## config.mk

```make
export PLATFORM = sky130hd
export DESIGN_NAME = swervolf_uart_rx
export DESIGN_NICKNAME = d
export VERILOG_FILES = /design/src/rtl/swervolf_uart_pkg.sv /design/src/rtl/swervolf_uart_rx_fifo.sv /design/src/rtl/swervolf_uart_rx.sv
export SDC_FILE = /design/constraint.sdc
export NUM_CORES = 1
export LEC_CHECK = 0
export BUFFER_PORTS_ARGS = -buffer_cell sky130_fd_sc_hd__buf_4
export CAP_MARGIN = 30
export CORE_AREA = 5 5 115 117
export DETAILED_ROUTE_END_ITERATION = 6
export DIE_AREA = 0 0 120 122
export HOLD_SLACK_MARGIN = 0.12
export RECOVER_POWER = 50
export SYNTH_ARGS = -nofsm -noshare
export SYNTH_HDL_FRONTEND = slang
export SYNTH_SLANG_ARGS = --single-unit
```

## constraint.sdc

```tcl
create_clock -name clk -period 7.4 [get_ports clk]
set_input_delay 2.22 -clock clk [delete_from_list [all_inputs] [get_ports clk]]
set_output_delay 2.22 -clock clk [all_outputs]
set_load 0.03 [all_outputs]
```

## src/rtl/swervolf_uart_pkg.sv

```systemverilog
// Shared UART definitions: receiver FSM states and baud divisor helper.
package swervolf_uart_pkg;

    typedef enum logic [1:0] {
        IDLE  = 2'd0,
        START = 2'd1,
        DATA  = 2'd2,
        STOP  = 2'd3
    } rx_state_t;

    // Rounded clocks-per-bit
    function automatic int unsigned baud_div(input int unsigned clk_hz, input int unsigned baud);
        return (clk_hz + baud / 32'd2) / baud;
    endfunction

endpackage

```

## src/rtl/swervolf_uart_rx_fifo.sv

```systemverilog
// First-word-fall-through byte FIFO with level counter; head is visible while non-empty.
module swervolf_uart_rx_fifo #(
    parameter int unsigned FIFO_AW = 3,
    parameter int unsigned DW      = 8
) (
    input  logic               clk,
    input  logic               rst,
    input  logic               push_i,
    input  logic [DW-1:0]      data_i,
    input  logic               pop_i,
    output logic [DW-1:0]      data_o,
    output logic               valid_o,
    output logic               full_o,
    output logic [FIFO_AW:0]   level_o
);

    localparam int unsigned DEPTH = 1 << FIFO_AW;
    localparam logic [FIFO_AW:0] DEPTH_L = {1'b1, {FIFO_AW{1'b0}}};

    logic [DW-1:0]    mem_q [DEPTH];
    logic [FIFO_AW:0] wr_q, wr_d;
    logic [FIFO_AW:0] rd_q, rd_d;
    logic [FIFO_AW:0] level_s;
    logic             empty_s;
    logic             full_s;
    logic             do_push_s;
    logic             do_pop_s;

    // Pointer arithmetic, push/pop qualification
    always_comb begin
        level_s   = wr_q - rd_q;
        empty_s   = (level_s == {(FIFO_AW+1){1'b0}});
        full_s    = (level_s == DEPTH_L);
        do_pop_s  = pop_i & ~empty_s;
        // A pop frees the slot, so a push to a full FIFO succeeds in the same cycle
        do_push_s = push_i & (~full_s | do_pop_s);
        wr_d      = do_push_s ? (wr_q + {{FIFO_AW{1'b0}}, 1'b1}) : wr_q;
        rd_d      = do_pop_s  ? (rd_q + {{FIFO_AW{1'b0}}, 1'b1}) : rd_q;
    end

    // Pointer registers
    always_ff @(posedge clk or posedge rst) begin
        if (rst) begin
            wr_q <= {(FIFO_AW+1){1'b0}};
            rd_q <= {(FIFO_AW+1){1'b0}};
        end else begin
            wr_q <= wr_d;
            rd_q <= rd_d;
        end
    end

    // Storage array
    always_ff @(posedge clk or posedge rst) begin
        if (rst) begin
            for (int i = 0; i < int'(DEPTH); i++) begin
                mem_q[i] <= {DW{1'b0}};
            end
        end else if (do_push_s) begin
            mem_q[wr_q[FIFO_AW-1:0]] <= data_i;
        end else begin
            mem_q[wr_q[FIFO_AW-1:0]] <= mem_q[wr_q[FIFO_AW-1:0]];
        end
    end

    assign data_o  = mem_q[rd_q[FIFO_AW-1:0]];
    assign valid_o = ~empty_s;
    assign full_o  = full_s;
    assign level_o = level_s;

endmodule

```

## src/rtl/swervolf_uart_rx.sv

```systemverilog
// 8N1 UART receiver: synchronizer, mid-bit sampling FSM, byte FIFO and error/overflow flags.
module swervolf_uart_rx
    import swervolf_uart_pkg::*;
#(
    parameter int unsigned CLK_FREQ_HZ = 50_000_000,
    parameter int unsigned BAUD        = 115200,
    parameter int unsigned FIFO_AW     = 3
) (
    input  logic               clk,
    input  logic               rst,
    input  logic               i_uart_rx,
    output logic [7:0]         o_data,
    output logic               o_valid,
    input  logic               i_ready,
    output logic               o_frame_err,
    output logic               o_overflow,
    input  logic               i_clr_overflow,
    output logic [FIFO_AW:0]   o_fifo_level
);

    localparam int unsigned DIV  = baud_div(CLK_FREQ_HZ, BAUD);
    localparam int unsigned HALF = DIV / 2;
    localparam int unsigned CW   = $clog2(DIV);
    localparam logic [CW-1:0] DIV_M1  = CW'(DIV - 1);
    localparam logic [CW-1:0] HALF_M1 = CW'(HALF - 1);

    generate
        if (DIV < 8) begin : g_div_check
            $error("swervolf_uart_rx: baud divisor below 8");
        end
    endgenerate

    logic            sync1_q, sync2_q, prev_q;
    rx_state_t       state_q, state_d;
    logic [CW-1:0]   cnt_q, cnt_d;
    logic [2:0]      bit_q, bit_d;
    logic [7:0]      shift_q, shift_d;
    logic            frame_err_q;
    logic            overflow_q, overflow_d;
    logic            fall_s, cnt_zero_s, push_s, ferr_s, pop_s, full_s;

    // Two-flop synchronizer plus edge-detect history; idle-high reset avoids a false edge
    always_ff @(posedge clk or posedge rst) begin
        if (rst) begin
            sync1_q <= 1'b1;
            sync2_q <= 1'b1;
            prev_q  <= 1'b1;
        end else begin
            sync1_q <= i_uart_rx;
            sync2_q <= sync1_q;
            prev_q  <= sync2_q;
        end
    end

    assign fall_s     = prev_q & ~sync2_q;
    assign cnt_zero_s = (cnt_q == {CW{1'b0}});

    // Frame FSM next-state, bit counter and shift register
    always_comb begin
        state_d = state_q;
        cnt_d   = cnt_q;
        bit_d   = bit_q;
        shift_d = shift_q;
        push_s  = 1'b0;
        ferr_s  = 1'b0;
        case (state_q)
            IDLE: begin
                if (fall_s) begin
                    state_d = START;
                    cnt_d   = HALF_M1;
                end else begin
                    state_d = IDLE;
                end
            end
            START: begin
                if (!cnt_zero_s) begin
                    cnt_d = cnt_q - {{(CW-1){1'b0}}, 1'b1};
                end else if (!sync2_q) begin
                    state_d = DATA;
                    cnt_d   = DIV_M1;
                    bit_d   = 3'd0;
                end else begin
                    state_d = IDLE;
                end
            end
            DATA: begin
                if (!cnt_zero_s) begin
                    cnt_d = cnt_q - {{(CW-1){1'b0}}, 1'b1};
                end else begin
                    shift_d = {sync2_q, shift_q[7:1]};
                    cnt_d   = DIV_M1;
                    bit_d   = bit_q + 3'd1;
                    if (bit_q == 3'd7) begin
                        state_d = STOP;
                    end else begin
                        state_d = DATA;
                    end
                end
            end
            STOP: begin
                if (!cnt_zero_s) begin
                    cnt_d = cnt_q - {{(CW-1){1'b0}}, 1'b1};
                end else begin
                    // Leaving at mid-stop-bit lets a zero-gap next start edge be seen
                    state_d = IDLE;
                    if (sync2_q) begin
                        push_s = 1'b1;
                    end else begin
                        ferr_s = 1'b1;
                    end
                end
            end
            default: begin
                state_d = IDLE;
            end
        endcase
    end

    // FSM and datapath registers
    always_ff @(posedge clk or posedge rst) begin
        if (rst) begin
            state_q <= IDLE;
            cnt_q   <= {CW{1'b0}};
            bit_q   <= 3'd0;
            shift_q <= 8'd0;
        end else begin
            state_q <= state_d;
            cnt_q   <= cnt_d;
            bit_q   <= bit_d;
            shift_q <= shift_d;
        end
    end

    assign pop_s = i_ready & o_valid;

    // Sticky overflow; a new drop outranks a clear in the same cycle
    always_comb begin
        if (push_s & full_s & ~pop_s) begin
            overflow_d = 1'b1;
        end else if (i_clr_overflow) begin
            overflow_d = 1'b0;
        end else begin
            overflow_d = overflow_q;
        end
    end

    // Status flag registers
    always_ff @(posedge clk or posedge rst) begin
        if (rst) begin
            frame_err_q <= 1'b0;
            overflow_q  <= 1'b0;
        end else begin
            frame_err_q <= ferr_s;
            overflow_q  <= overflow_d;
        end
    end

    assign o_frame_err = frame_err_q;
    assign o_overflow  = overflow_q;

    swervolf_uart_rx_fifo #(
        .FIFO_AW (FIFO_AW),
        .DW      (8)
    ) u_fifo (
        .clk     (clk),
        .rst     (rst),
        .push_i  (push_s),
        .data_i  (shift_q),
        .pop_i   (pop_s),
        .data_o  (o_data),
        .valid_o (o_valid),
        .full_o  (full_s),
        .level_o (o_fifo_level)
    );

endmodule
```

==> flow_metrics.tcl, run 1 <==
set metrics [dict create \
    drt_iter0_markers 335 \
    ioPinCount 20 \
    power.density_nw_per_um2 277 \
    vias 3804 \
    netlist_instances 502 \
    cts_tree "yes" \
    syn_nets 521 \
    final_cell_mix "nand2_1 (107), dfrtp_1 (96), o21ai_0 (68), nor2_1 (27), mux4_2 (24)" \
    clockBufferDepth 2 \
    placed_cells 652 \
    crit_fanout 20 \
    portBuffers 19 \
    setup-tns-final_ns 0 \
    hold_depth 0 \
    firstDrtPassIters 4 \
    cts_made_buffers 9 \
    antenna_found_initial 0 \
    first_global_vias 3899 \
    synth_top_family_by_area "multiplexers" \
    report.final.slew_viol_count 0 \
    die_x_um 120 \
    fin_ws_ns 2.20 \
    core_um2 12300 \
    cts.sinks 99 \
    setup-violations-final 0 \
    yosysWarnings 0 \
    fillerInstances 1124 \
    clkTransAtPathRegs_ns 0.06 \
    cp.arrival_ns 2.98 \
    start_util_pct 43.0 \
    seq_area_um2 2480 \
    yosysUniqueCellTypes 53 \
    h-tree-depth 3 \
    clock.fmax_mhz 192 \
    ant_nets 0 \
    ys_async_sr_fraction_pct 100 \
    final_nets 532 \
    wl_met1_um 5130 \
    highest_layer "met4" \
    maxCapViolCount 0 \
    ir_drop_uv 162 \
    synth_edf_count 0 \
    fin_skew_ns 0.00812 \
    outcome "complete, no violations" \
    drive_above_1_share_pct 17.8 \
    drt-total-wl_um 12200 \
    p_leak_nw 2.55 \
    gp_congestion 0.826 \
    hpwl_um 8270 \
    cp.required_ns 5.18 \
    synth.avg_cell_area_um2 10.5 \
    via_per_inst 5.70 \
    worstMarginPinSlew_ns 1.49 \
    synthesis.area_um2 5270 \
    wl_met2_um 6190 \
    synth_compound_area_share_pct 14.6 \
    grt_pass1_wl_um 20500 \
    clockRootBuffer "clkbuf_16" \
    cts_resized 0 \
    crit_path_start_kind "register" \
    synthMuxAreaShare_pct 17.2 \
    multi_input_area_um2 2620 \
    end_kind "primary output" \
    hold_viol 0 \
    syn2layout_area_growth_pct 11.5 \
    synth-xor-area-share_pct 1.33 \
    synthSimpleGateAreaFrac_pct 13.1 \
    rsz0062_at_grt "false" \
    grt_max_degree 60 \
    cts_setup_buffers 0 \
    synth_seq_cells 99 \
    synth_seq_area_share_pct 47.1 \
    mostFrequentLayoutCell "nand2_1" \
    cts-hold-fix-buffers 0 \
    synthAdderAreaFrac_pct 3.47 \
    antenna_cells 0 \
    pre_cts_ws_ns 2.58 \
    post_drt_wl_per_cell_um 18.3 \
    met3_length_um 669 \
    num_rows 41 \
    die_y_um 122 \
    maxSlewHeadroom_pct 0.829 \
    drc_errors 0 \
    dieArea_um2 14600 \
    worst_r2r_path_depth 8 \
    instances_no_fill 667 \
    criticalPathCategory "register to primary output" \
    fin_crit_sh_pct 70.3 \
    holdCritPathClass "register to register" \
    overflow 0 \
    synth_flop_cell "dfrtp_1" \
    fin_crit_ns 5.20 \
    grt_usage_pct 18.1 \
    clock_latency_ns 0.35 \
]
## cells in the mapped netlist, types with 4 or more instances
cell / instances / area [um2]
nand2_1: 107 / 402
mux2i_1: 4 / 40.0
nor2_1: 26 / 97.6
mux4_2: 24 / 541
a31oi_1: 5 / 31.3
o211ai_1: 4 / 30.0
and3_1: 6 / 37.5
mux2_2: 17 / 191
dfrtp_1: 96 / 2400
ha_1: 13 / 163
clkbuf_1: 17 / 63.8
o21ai_0: 68 / 340
mux2i_4: 6 / 135
nor2b_1: 5 / 31.3
buf_2: 4 / 20.0
a21oi_1: 12 / 60.1
a221oi_1: 5 / 43.8
inv_1: 16 / 60.1
xnor2_1: 5 / 43.8
## metal layers
metal  track usage, %  vias to the layer above
met5                0                        -
met4             5.37                        0
met3             5.25                       17
met2             31.0                       87
met1             22.4                     1879
li1                 -                     1821
## worst paths after layout
path	start	end	slack [ns]
setup / recovery	u_fifo.rd_q[1]	o_valid	2.20
min in group asynchronous	rst	bit_q[0]	1.95
hold / removal	sync1_q	sync2_q	0.36
hold reg to reg	sync1_q	sync2_q	0.36
setup reg to reg	u_fifo.rd_q[1]	u_fifo.mem_q[13]	3.70
max in group asynchronous	rst	u_fifo.mem_q[13]	3.61
## power by group
group          leakage, nW  total, W  internal, W  switching, W
clock network        0.148  0.000501     0.000304      0.000197
logic                 1.39  0.000499     0.000192      0.000306
registers             1.01  0.000631     0.000575     0.0000565
total                 2.55   0.00163      0.00107      0.000560
## layout make-up
class | instances | area share (%)
clock buffers | 11 | 4.13
clock inverters | 4 | 1.28
flip-flops and latches | 99 | 42.2
repair buffers | 25 | 3.47
inverters | 17 | 1.11
multi-input cells | 361 | 44.6
well taps | 150 | 3.19
## metrics by stage
step           total power (W)  utilization [%]  hold slack, ns  area (um2)
2_1_floorplan         0.000992                -           0.345        5270
3_3_place_gp           0.00113             45.2           0.348        5550
3_5_place_dp           0.00114             45.5           0.349        5570
4_1_cts                0.00165             48.1           0.359        5890
5_1_grt                0.00171             48.0           0.374        5880
6_report               0.00163             48.0           0.363        5880
## critical path, stage by stage, from the launching register on
cell and delay, ns:
dfrtp_1 0.87, inv_1 0.20, fa_1 0.48, xor2_1 0.19, or3_1 0.42, or2_2 0.31
buf_4 0.17
## sequential cells by signal (all words and copies together) (netlist names), named ones only
signal and count:
bit_q 3, cnt_q 9, o_frame_err 1, o_overflow 1, prev_q 1, shift_q 8
state_q 1, sync1_q 1, sync2_q 1, u_fifo.mem_q 64, u_fifo.rd_q 4, u_fifo.wr_q 4
## kinds of logic (layout without fill, tap and decap cells)
kind of cell / Yosys count / count (layout)
AO/OA/AOI/OAI: 126 / 126
XOR/XNOR: 8 / 8
adder cells (fa/ha/maj): 14 / 14
buffers and inverters: 42 / 57
flip-flops: 99 / 99
multiplexers: 51 / 51
AND/OR/NAND/NOR: 162 / 162
Power figures use the tool's default switching activity.
==> inputs of run 2 (changes only) <==
--- a/config.mk
+++ b/config.mk
@@ -5,11 +5,12 @@
 export SDC_FILE = /design/constraint.sdc
 export NUM_CORES = 1
 export LEC_CHECK = 0
+export ABC_AREA = 1
 export BUFFER_PORTS_ARGS = -buffer_cell sky130_fd_sc_hd__buf_4
 export CAP_MARGIN = 30
-export CORE_AREA = 5 5 115 117
+export CORE_AREA = 5 5 124 126
 export DETAILED_ROUTE_END_ITERATION = 6
-export DIE_AREA = 0 0 120 122
+export DIE_AREA = 0 0 129 131
 export HOLD_SLACK_MARGIN = 0.12
 export RECOVER_POWER = 50
 export SYNTH_ARGS = -nofsm -noshare
==> constraint.sdc (replaced) <==
create_clock -name clk -period 5.26 [get_ports clk]
set_input_delay 1.578 -clock clk [delete_from_list [all_inputs] [get_ports clk]]
set_output_delay 1.578 -clock clk [all_outputs]
set_load 0.03 [all_outputs]
==> run 2 against run 1 <==
Net effect:
- non-clock buffer count rose by 1
- register-to-register slack lost 1.7 ns
- via count increased by 48%
- routed wire length increased by 32%
- sequential power rose by 58%
- power rose by 96%
- worst setup slack worse by 1.2 ns
- largest power group is now combinational logic
- the flow now finishes with violations (max-capacitance violations, max-slew violations)
- first-iteration DRC count increased by 77%
==> flow_metrics.tcl, run 2 <==
set metrics [dict create \
    report.final.slew_viol_count 62 \
    clkTransAtPathRegs_ns 0.07 \
    cts_setup_buffers 0 \
    cts_resized 0 \
    num_rows 44 \
    yosys-top-cells-count "nand2_1 (216), nand3_1 (167), nor2_1 (147), dfrtp_1 (96), inv_1 (96)" \
    synth.most_common_cell "nand2_1" \
    synthMuxAreaShare_pct 0 \
    fin_crit_sh_pct 82.0 \
    crit_path_start_kind "register" \
    end_kind "primary output" \
    firstDrtPassIters 5 \
    cts.sinks 99 \
    fin_crit_ns 4.31 \
    power.density_nw_per_um2 477 \
    synth_seq_area_share_pct 40.0 \
    hold_viol 0 \
    clockBufferDepth 2 \
    drt_iter0_markers 593 \
    post_drt_wl_per_cell_um 14.7 \
    yosysUniqueCellTypes 28 \
    start_util_pct 43.7 \
    clock_latency_ns 0.35 \
    via_per_inst 5.15 \
    die_x_um 129 \
    core_um2 14200 \
    synth_edf_count 0 \
    final_cell_mix "nand2_1 (216), nand3_1 (167), nor2_1 (148), dfrtp_1 (96), inv_1 (95)" \
    synth_compound_area_share_pct 8.57 \
    crit_fanout 20 \
    clockRootBuffer "clkbuf_16" \
    drt-total-wl_um 16100 \
    cts_made_buffers 9 \
    yosysWarnings 0 \
    drive_above_1_share_pct 5.82 \
    synthSimpleGateAreaFrac_pct 36.6 \
    overflow 0 \
    worstMarginPinSlew_ns 2.92 \
    grt_max_degree 70 \
    ant_nets 0 \
    cts_tree "yes" \
    first_global_vias 5051 \
    synthAdderAreaFrac_pct 2.94 \
    failed_checks "max-capacitance violations, max-slew violations" \
    setup-tns-final_ns 0 \
    synth_top_family_by_area "simple AND/OR/NAND/NOR gates" \
    clock.fmax_mhz 232 \
    synthesis.area_um2 6200 \
    dieArea_um2 16900 \
    ys_async_sr_fraction_pct 100 \
    p_leak_nw 3.50 \
    pre_cts_ws_ns 1.33 \
    synth-xor-area-share_pct 1.13 \
    gp_congestion 0.880 \
    fillerInstances 1488 \
    vias 5641 \
    die_y_um 131 \
    maxSlewHeadroom_pct -95.8 \
    synth.avg_cell_area_um2 6.74 \
    ioPinCount 20 \
    grt_pass1_wl_um 26800 \
    final_nets 925 \
    mostFrequentLayoutCell "nand2_1" \
    hpwl_um 10100 \
    reg_top3 "u_fifo.mem_q: 64 flops, cnt_q: 9 flops, shift_q: 8 flops" \
    cp.arrival_ns 2.73 \
    top_register "u_fifo.mem_q" \
    grt_usage_pct 20.1 \
    criticalPathCategory "register to primary output" \
    antenna_found_initial 0 \
    fin_skew_ns 0.00861 \
    h-tree-depth 3 \
    syn_nets 939 \
    drc_errors 0 \
    netlist_instances 920 \
    fin_ws_ns 0.948 \
    portBuffers 19 \
    yosysTopAreaCellShare_pct 38.7 \
    syn2layout_area_growth_pct 7.99 \
    setup-violations-final 0 \
    rsz0062_at_grt "false" \
    maxCapViolCount 1 \
    largest_reg_flops 64 \
    ir_drop_uv 250 \
    cp.required_ns 3.68 \
    outcome "complete, but fails checks" \
    synth_top_cell_by_area "dfrtp_1" \
    yosys-top-cells-area "dfrtp_1 (39%), nand3_1 (13%), nand2_1 (13%)" \
    antenna_cells 0 \
    cts-hold-fix-buffers 0 \
    synth_flop_cell "dfrtp_1" \
    holdCritPathClass "register to register" \
    synth_seq_cells 99 \
]
-- run 2: cell type report --
cell class	count	area [um2]	share of cell area (%)
timing repair buffer	26	188	2.80
clock buffer	9	225	3.36
sequential	99	2480	37.0
multi-input combinational	662	3050	45.5
clock inverter	7	121	1.81
tap	184	230	3.44
inverter	108	407	6.07
-- run 2: metrics by stage --
step	utilization, %	power [W]	std cells	instance area, um2	hold slack, ns
detailed placement	44.8	0.00243	1079	6370	0.347
finish	47.2	0.00320	1095	6700	0.361
CTS	47.3	0.00322	1095	6720	0.358
global placement	44.8	0.00242	1079	6370	0.345
global route	47.2	0.00344	1095	6700	0.368
floorplan	-	0.00204	920	6200	0.345
-- run 2: metal layers --
| layer | part of all wire (%) | wire (um) | global-route usage, % |
|---|---|---|---|
| met1 | 50 | 8000 | 29.2 |
| met5 | 0 | 0 | 0 |
| met3 | 5.2 | 838 | 3.94 |
| met4 | 0.84 | 135 | 4.32 |
| met2 | 44 | 7130 | 31.1 |
-- run 2: cell families (layout without fill, tap and decap cells) --
group,Yosys count,count (layout)
DFF,99,99
adders and majority gates,14,14
buffers and inverters,159,150
xor gates and xnor gates,8,8
AOI/OAI and AO/OA,101,101
and+or+nand+nor,539,539
-- run 2: report_power, final --
group / switching, W / internal, W
Combinational: 0.000953 / 0.000461
Clock: 0.000315 / 0.000470
Sequential: 0.000112 / 0.000888
Total: 0.00138 / 0.00182
-- run 2: path summary, 6_finish.rpt --
path                                start               end  slack [ns]  depth (start not counted)
max                        u_fifo.rd_q[1]           o_valid        0.95                          8
min                               sync1_q           sync2_q        0.36                          0
max reg2reg                u_fifo.rd_q[1]  u_fifo.mem_q[47]        2.05                         11
min reg2reg                       sync1_q           sync2_q        0.36                          0
max in group asynchronous             rst  u_fifo.mem_q[50]        1.27                          3
min in group asynchronous             rst    u_fifo.rd_q[3]        2.07                          2
-- run 2: worst max-delay path, cell delays in order (launching register included) --
cell,delay [ns]
dfrtp_1,0.32
buf_4,0.26
clkinv_1,0.49
fa_1,0.64
nor2_1,0.11
nand3_1,0.09
inv_1,0.07
nand3_1,0.17
buf_4,0.23
==> inputs of run 3 (changes only) <==
--- a/config.mk
+++ b/config.mk
@@ -5,12 +5,12 @@
 export SDC_FILE = /design/constraint.sdc
 export NUM_CORES = 1
 export LEC_CHECK = 0
-export ABC_AREA = 1
+export ABC_AREA = 0
 export BUFFER_PORTS_ARGS = -buffer_cell sky130_fd_sc_hd__buf_4
 export CAP_MARGIN = 30
-export CORE_AREA = 5 5 124 126
+export CORE_AREA = 5 5 115 117
 export DETAILED_ROUTE_END_ITERATION = 6
-export DIE_AREA = 0 0 129 131
+export DIE_AREA = 0 0 120 122
 export HOLD_SLACK_MARGIN = 0.12
 export RECOVER_POWER = 50
 export SYNTH_ARGS = -nofsm -noshare
==> constraint.sdc (replaced) <==
create_clock -name clk -period 3.55 [get_ports clk]
set_input_delay 1.065 -clock clk [delete_from_list [all_inputs] [get_ports clk]]
set_output_delay 1.065 -clock clk [all_outputs]
set_load 0.03 [all_outputs]
==> run 3 against run 2 <==
Net effect:
- register-to-register slack worse by 1.5 ns
- count of clock-buffer cells in the layout grew 3
- critical path depth did not move
- largest cell class unchanged
- sequential cell count stayed put
- die area decreased by 13%
- sequential power grew 26%
- cell area fell by 12%
- clock power is 24% higher
- first-iteration DRC count fell by 46%
- final cell count decreased by 39%
- worst setup slack worse by 0.84 ns
- the flow still finishes with violations (max-capacitance violations, max-slew violations)
- via count is 32% lower
==> flow_metrics.tcl, run 3 (synthesis gave the netlist of run 1 again) <==
set metrics [dict create \
    num_rows 41 \
    holdCritPathClass "register to register" \
    grt_usage_pct 18.2 \
    cts-hold-fix-buffers 0 \
    ant_nets 0 \
    slowest_stage "dfrtp_1" \
    placed_cells 656 \
    clockRootBuffer "clkbuf_16" \
    core_um2 12300 \
    final_cell_mix "nand2_1 (107), dfrtp_1 (96), o21ai_0 (68), nor2_1 (27), mux4_2 (24)" \
    final_nets 536 \
    clock.fmax_mhz 290 \
    first_global_vias 3807 \
    crit_chain "inv_1 > ha_1 > inv_1 > fa_2 > xor2_1 > or3_4 > or2_4 > buf_4" \
    rrSetupSlack_ns 0.56 \
    die_y_um 122 \
    p_leak_nw 2.55 \
    rr_endpoint "u_fifo.mem_q[53]" \
    clkTransAtPathRegs_ns 0.07 \
    syn2layout_area_growth_pct 11.5 \
    fin_skew_ns 0.0130 \
    post_drt_wl_per_cell_um 18.3 \
    drt-total-wl_um 12300 \
    reg_top3 "u_fifo.mem_q: 64 flops, cnt_q: 9 flops, shift_q: 8 flops" \
    hold_ws_ns 0.361 \
    worstMarginPinSlew_ns 1.53 \
    h-tree-depth 3 \
    cts_made_buffers 9 \
    crit_path_start_kind "register" \
    fin_crit_ns 3.45 \
    cp.required_ns 2.48 \
    crit_path_frequent_cell "inv_1" \
    rsz0062_at_grt "false" \
    setup-violations-final 0 \
    critical_path.max_stage_delay_ns 0.38 \
    min_from "sync1_q" \
    drt_iter0_markers 320 \
    start_util_pct 43.0 \
    overflow 0 \
    grt_pass1_wl_um 20600 \
    failed_checks "max-capacitance violations, max-slew violations" \
    antenna_found_initial 0 \
    cp.arrival_ns 2.38 \
    min_to "sync2_q" \
    die_x_um 120 \
    grt_max_degree 52 \
    maxSlewHeadroom_pct -1.70 \
    r2r-start "u_fifo.wr_q[0]" \
    drc_errors 0 \
    outcome "complete, but fails checks" \
    largest_reg_flops 64 \
    mostFrequentLayoutCell "nand2_1" \
    crit_fanout 6 \
    vias 3843 \
    cts_tree "yes" \
    hold_depth 0 \
    instances_no_fill 672 \
    ir_drop_uv 280 \
    power.density_nw_per_um2 575 \
    ioPinCount 20 \
    worst_r2r_path_depth 10 \
    hpwl_um 8230 \
    cts.sinks 99 \
    hold_viol 0 \
    clock_latency_ns 0.35 \
    antenna_cells 0 \
    fin_crit_sh_pct 97.1 \
    gp_congestion 0.853 \
    maxCapViolCount 1 \
    criticalPathCategory "register to primary output" \
    via_per_inst 5.72 \
    dieArea_um2 14600 \
    firstDrtPassIters 6 \
    portBuffers 19 \
    clockBufferDepth 2 \
    drive_above_1_share_pct 18.4 \
    report.final.slew_viol_count 28 \
    top_register "u_fifo.mem_q" \
    end_kind "primary output" \
]
==> run 3: critical path, delay by kind of cell (launching register included) <==
kind / cells / cell delay [ns]
xor+xnor: 1 / 0.18
simple gates: 2 / 0.60
fa+ha+maj: 2 / 0.52
buf+inv: 3 / 0.34
flops: 1 / 0.38
==> run 3: worst max path at each step <==
stage                        start       to  slack, ns
floorplan           u_fifo.rd_q[1]  o_valid      -0.03
global placement    u_fifo.wr_q[0]  o_valid       0.45
detailed placement  u_fifo.wr_q[0]  o_valid       0.42
CTS                 u_fifo.wr_q[0]  o_valid       0.02
global route        u_fifo.wr_q[0]  o_valid       0.02
finish              u_fifo.wr_q[0]  o_valid       0.10
==> run 3: what timing repair did <==
item                                    in CTS  in global routing
endpoints found under the setup margin       0                  1
resized for setup                            0                  1
setup buffers                                0                  0
==> run 3: area by class of cell <==
class / instances / area (um2)
fillers: 1103 / 6380
multi-input cells: 361 / 2640
flip-flops and latches: 99 / 2480
clock buffers: 12 / 236
repair buffers: 29 / 216
well taps: 150 / 188
inverters: 17 / 65.1
clock inverters: 4 / 51.3
==> run 3: power by group <==
group	total (W)	internal [W]	switching [W]
Clock	0.000976	0.000548	0.000428
Combinational	0.00114	0.000430	0.000712
Sequential	0.00126	0.00120	0.0000594
==> run 3: metal layers <==
metal / track usage [%] / wire length, um / part of all wire [%] / vias up
met3: 4.41 / 542 / 4.4 / 14
met5: 0 / 0 / 0 / -
li1: - / - / - / 1824
met1: 24.1 / 5440 / 44 / 1922
met2: 30.7 / 6180 / 50 / 83
met4: 3.79 / 122 / 0.99 / 0
==> run 3: through the flow <==
stage	total power [W]	instance area, um2	setup WS (ns)	TNS [ns]	utilization (%)
global placement	0.00242	5620	0.450	0	45.8
detailed placement	0.00243	5620	0.422	0	45.8
global route	0.00357	5880	0.0200	0	47.9
CTS	0.00341	5900	0.0191	0	48.1
floorplan	0.00208	5290	-0.0336	-0.0336	-
finish	0.00338	5880	0.105	0	47.9
